### config.mk
export PLATFORM = sky130hd
export DESIGN_NAME = token_sync_receiver
export DESIGN_NICKNAME = d
export VERILOG_FILES = /design/src/rtl/token_sync_receiver.sv
export SDC_FILE = /design/constraint.sdc
export NUM_CORES = 1
export LEC_CHECK = 0
export CAP_MARGIN = 20
export CORE_MARGIN = 5
export CORE_UTILIZATION = 33
export DETAILED_ROUTE_END_ITERATION = 10
export GPL_ROUTABILITY_DRIVEN = 1
export PLACE_DENSITY_LB_ADDON = 0.1
export SETUP_SLACK_MARGIN = 0.05
export SYNTH_ARGS = -nofsm -noshare
export SYNTH_HDL_FRONTEND = slang
export SYNTH_SLANG_ARGS = --single-unit
### constraint.sdc
create_clock -name clk -period 2 [get_ports clk]
set_input_delay 0.4 -clock clk [delete_from_list [all_inputs] [get_ports clk]]
set_output_delay 0.4 -clock clk [all_outputs]
set_load 0.02 [all_outputs]
### src/rtl/token_sync_receiver.sv
// Clocked receiver for the four-phase bundled-data token channel: synchronises the
// request, captures tokens into a small FIFO and offers them on a valid/ready port.
module token_sync_receiver #(
  parameter int              WIDTH      = 8,
  parameter int              DEPTH      = 4,
  parameter logic [WIDTH-1:0] INIT_VALUE = '0,
  parameter bit              CHECK_INIT = 1'b1
) (
  input  logic                       clk,
  input  logic                       rst_n,
  input  logic                       in_req,
  input  logic [WIDTH-1:0]           in_data,
  output logic                       in_ack,
  output logic                       out_valid,
  output logic [WIDTH-1:0]           out_data,
  input  logic                       out_ready,
  output logic [$clog2(DEPTH+1)-1:0] fifo_count,
  output logic [15:0]                token_count,
  output logic                       first_token_err
);

  localparam int CW = $clog2(DEPTH + 1);
  localparam int PW = $clog2(DEPTH);

  typedef enum logic {IDLE, ACKED} state_t;

  state_t            state, state_next;
  logic              req_m, req_s;
  logic              ack_next;
  logic              push, pop, full;
  logic              first_armed;
  logic [PW-1:0]     wr_ptr, rd_ptr;
  logic [WIDTH-1:0]  mem [DEPTH];

  // in_data is only trusted once req_s is high, which the bundling constraint guarantees.
  always_ff @(posedge clk or negedge rst_n) begin
    if (!rst_n) begin
      req_m <= 1'b0;
      req_s <= 1'b0;
    end else begin
      req_m <= in_req;
      req_s <= req_m;
    end
  end

  assign full      = (fifo_count == CW'(DEPTH));
  assign out_valid = (fifo_count != '0);
  assign pop       = out_valid && out_ready;
  assign out_data  = mem[rd_ptr];

  always_comb begin
    state_next = state;
    ack_next   = in_ack;
    push       = 1'b0;
    case (state)
      IDLE: begin
        if (req_s && !full) begin
          push       = 1'b1;
          ack_next   = 1'b1;
          state_next = ACKED;
        end
      end
      ACKED: begin
        if (!req_s) begin
          ack_next   = 1'b0;
          state_next = IDLE;
        end
      end
      default: begin
        ack_next   = 1'b0;
        state_next = IDLE;
      end
    endcase
  end

  always_ff @(posedge clk or negedge rst_n) begin
    if (!rst_n) begin
      state  <= IDLE;
      in_ack <= 1'b0;
    end else begin
      state  <= state_next;
      in_ack <= ack_next;
    end
  end

  always_ff @(posedge clk) begin
    if (push) mem[wr_ptr] <= in_data;
  end

  always_ff @(posedge clk or negedge rst_n) begin
    if (!rst_n) begin
      wr_ptr     <= '0;
      rd_ptr     <= '0;
      fifo_count <= '0;
    end else begin
      if (push) wr_ptr <= (wr_ptr == PW'(DEPTH - 1)) ? '0 : wr_ptr + PW'(1);
      if (pop)  rd_ptr <= (rd_ptr == PW'(DEPTH - 1)) ? '0 : rd_ptr + PW'(1);
      case ({push, pop})
        2'b10:   fifo_count <= fifo_count + CW'(1);
        2'b01:   fifo_count <= fifo_count - CW'(1);
        default: fifo_count <= fifo_count;
      endcase
    end
  end

  // Only the first push after reset is compared against the ring's initial token.
  always_ff @(posedge clk or negedge rst_n) begin
    if (!rst_n) begin
      token_count     <= '0;
      first_armed     <= 1'b1;
      first_token_err <= 1'b0;
    end else if (push) begin
      token_count <= token_count + 16'd1;
      first_armed <= 1'b0;
      if (CHECK_INIT && first_armed && (in_data != INIT_VALUE))
        first_token_err <= 1'b1;
    end
  end

endmodule

==> results.txt <==
----------------------------------------------------
[Synth]
  Number of different library cells in the post-synthesis netlist ... 34
  Post-synthesis sequential area ratio ... 67.08%
  Dominant cell type by area after synthesis ... edfxtp_1
  Main synth FF type ... edfxtp_1
  Yosys top cell area share ... 38.19%
  Total nets after synthesis ... 178
  Top cells by area, synth ... edfxtp_1, dfrtp_1, mux4_2, ha_1, xnor2_1
  Number of synthesized register bits ... 61
  Number of enable flip-flop cells after synthesis ... 32
  Post-synth design cell area ... 2516 um2
  Commonest cells in the netlist ... edfxtp_1, dfrtp_1, nand2_1
  Yosys warnings ... 0
  Ys async rst share ... 47.54%
  Average instance area after synthesis ... 15.93 um2
  Instance count of the mapped netlist ... 158
  Leading cell type by number of instances after synthesis ... edfxtp_1

[Placement]
  I/O Buffers ... 41
  RePlAce Congestion ... 0.7742
  Detailed placement HPWL ... 3.407 mm
  Worst slack, placed ... -67.94 ps
  Placed cell count ... 303

[Power and ir drop]
  Clock power frac ... 24.5%
  Design internal power ... 0.003007 W
  Worst-case vdd ir drop ... 0.6951 mV
  Sequential share of power ... 39.3%
  Total net switching power ... 0.001461 W
  Net Sw Frac ... 32.70%
  Leak pwr ... 1.335 nW
  Pwr Density ... 1324 nW/um2
  Portion of total power attributed to combinational logic ... 36.2%

[STA]
  Hold slack final ... 358.2 ps
  Final Hold Violating Endpoints ... 0
  Post-route minimum period ... 1940 ps
  Number of max-slew violations in the final report ... 0
  Transition time of the tightest slew-check pin ... 437.3 ps
  Relative slew slack ... 70.85%
  Period utilization ... 97.01%
  Final WS setup ... 59.87 ps
  Number of endpoints failing setup at the final stage ... 0
  Clock tree skew after final layout ... 9.227 ps
  Max frequency ... 0.5154 GHz
  RSZ-0062 raised after global routing ... true

[Cells and area]
  Non-filler instance count after layout ... 322
  Fraction of layout cells with a size suffix above 1 ... 26.91%
  Area Growth Syn to Fin ... 34.11%
  Core Util, Final ... 46.03%
  Ant diodes ... 0
  Final net count ... 238

[Routing]
  Top layer used by detailed routing ... met4
  DRC marker count from the first detailed-route iteration ... 30
  Metal2 WL ... 2.458 mm
  Via count of the routed design ... 1458
  Post-route DRC ... 0
  Average wire length per cell after detail routing ... 15.25 um
  Overall routed net length ... 4.911 mm
  Number of nets with antenna violations after routing ... 0
  Number of vias per cell after detailed routing ... 4.528
  Sum of routed wire segments on met1 ... 2.147 mm
  Routed met3 length ... 195 um
  DR pass1 iterations ... 4

[Die]
  Ports placed on the boundary ... 42
  Overall die width ... 97.32 um
  Die Ht ... 97.32 um
  Initial standard-cell utilization of the core ... 34.32%
  Area of the core region ... 7331 um2
  Die Footprint ... 9471 um2
  Floorplan row count ... 31

[Setup path]
  Worst setup startpoint ... rd_ptr[0]$_DFFE_PN0P_
  Type of the setup path with the least slack ... reg2out
  CP Capture Type ... output port
  Largest fanout on the critical path ... 6
  Crit Reg-Reg Startpoint ... fifo_count[2]$_DFFE_PN0P_
  Worst endpoint required time ... 1600 ps
  Sort of element at the start of the critical path ... flip-flop
  Arrival time worst endpoint ... 1540 ps

[Clocking]
  Root cell of the clock tree ... clkbuf_8
  H-tree Lvls ... 3
  Clock Latency Late Sink ... 340 ps
  Clock sink count ... 61
  Clock Path Buffers ... 2
  Post-CTS clock slew at the launch and capture registers of the worst setup and hold paths ... 70 ps
  Post-CTS Hold Fix Bufs ... 0
  TritonCTS clock tree ... yes
  Number of CTS-inserted buffers ... 9

[Worst hold path]
  Hold wc startpoint ... req_m$_DFF_PN0_
  Min-Delay Path Class ... reg2reg

[GRT]
  Number of global-route vias before repair ... 1547
  Number of antenna violations at the first check in global routing ... 0
  Overall track demand over capacity in global routing ... 10.79%
  GRT Residual Overflow ... 0
  Wire length of the first global-routing pass ... 7.852 mm
  Maximum number of pins on one net before global-route repair ... 30

[Run status]
  Result of the run ... completed

[Job]
  Count of maximum capacitance violations ... 0

----------------------------------------------------
==> layer usage <==
| metal | up-vias | track usage [%] |
|---|---|---|
| met5 | - | 0 |
| met4 | 0 | 6.390 |
| met3 | 7 | 3.230 |
| met2 | 31 | 16.61 |
| met1 | 730 | 13.41 |
| li1 | 690 | - |
==> sequential cells by signal, summed over array words and instances, names as in the netlist <==
| name | flops |
|---|---|
| req_m | 1 |
| first_token_err | 1 |
| wr_ptr | 2 |
| mem | 32 |
| first_armed | 1 |
| state | 1 |
| token_count | 16 |
| rd_ptr | 2 |
| fifo_count | 3 |
| in_ack | 1 |
| req_s | 1 |
==> power groups by stage <==
stage               combinational, W  clock, W  sequential, W
floorplan                   0.000811         0        0.00182
global placement             0.00149         0        0.00176
detailed placement           0.00153         0        0.00178
CTS                          0.00148   0.00113        0.00176
global route                 0.00175   0.00116        0.00179
finish                       0.00162   0.00110        0.00175
==> path summary, 6_finish.rpt <==
kind	to	slack [ps]	cells after the start
min	req_s$_DFF_PN0_	360	0
max	out_data[3]	60	3
max reg2reg	fifo_count[2]$_DFFE_PN0P_	110	9
min in group asynchronous	rd_ptr[0]$_DFFE_PN0P_	460	2
min reg2reg	req_s$_DFF_PN0_	360	0
max in group asynchronous	first_armed$_DFFE_PN1P_	1210	2
==> critical path, cell delays in order (launching register included) <==
cell and delay [ps]:
dfrtp_1 380, buf_6 150, mux4_2 520, buf_6 150
==> cell usage in the layout (no fill, tap or decap), types with 2 or more instances in the layout <==
cell             netlist  final
edfxtp_1              32     32
nand3_1                3      3
xor2_1                 8      7
nor4_1                 2      2
nor3_1                 3      3
clkbuf_8               0     10
dfrtp_1               28     25
clkdlybuf4s50_1        0     32
dfrtp_2                0      3
mux4_2                 8      8
and3_1                 4      4
nand2_1               13     12
inv_1                  7      7
xnor2_1               10     10
nor2_2                 0      2
o21ai_0                3      3
nand4_1                2      2
buf_4                  0      9
ha_1                   7      6
buf_6                  0     10
and2_1                 5      5
==> through the flow <==
step	power (W)	TNS (ps)	cell area (um2)
after detailed placement	0.003305	-67.94	3120
after global placement	0.003253	-5.239	3120
after CTS	0.004372	0	3299
final	0.004468	0	3374
after floorplan	0.002629	-28.53	2540
after global routing	0.004702	-16.27	3374
==> logic make-up after synthesis <==
logic type                 synth area share (%)
DFF                                       67.08
adders and majority gates                 4.276
and+or+nand+nor                           11.09
AOI/OAI and AO/OA                         1.542
xor gates and xnor gates                  6.265
muxes                                     8.006
buffers and inverters                     1.740
==> layout make-up <==
type / instances / area, um2
clock buffers: 11 / 141.4
clock inverters: 5 / 58.81
fillers: 646 / 3956
inverters: 8 / 30.03
multi-input cells: 86 / 819.5
flip-flops and latches: 61 / 1692
well taps: 99 / 123.9
repair buffers: 52 / 509.2
==> what timing repair did <==
action,4_1_cts,5_1_grt
pin swaps,0,3
cloned,0,0
gates resized for setup,39,16
endpoints found under the setup margin,9,10
buffers inserted,0,3
(Power assumes the default switching activity.)
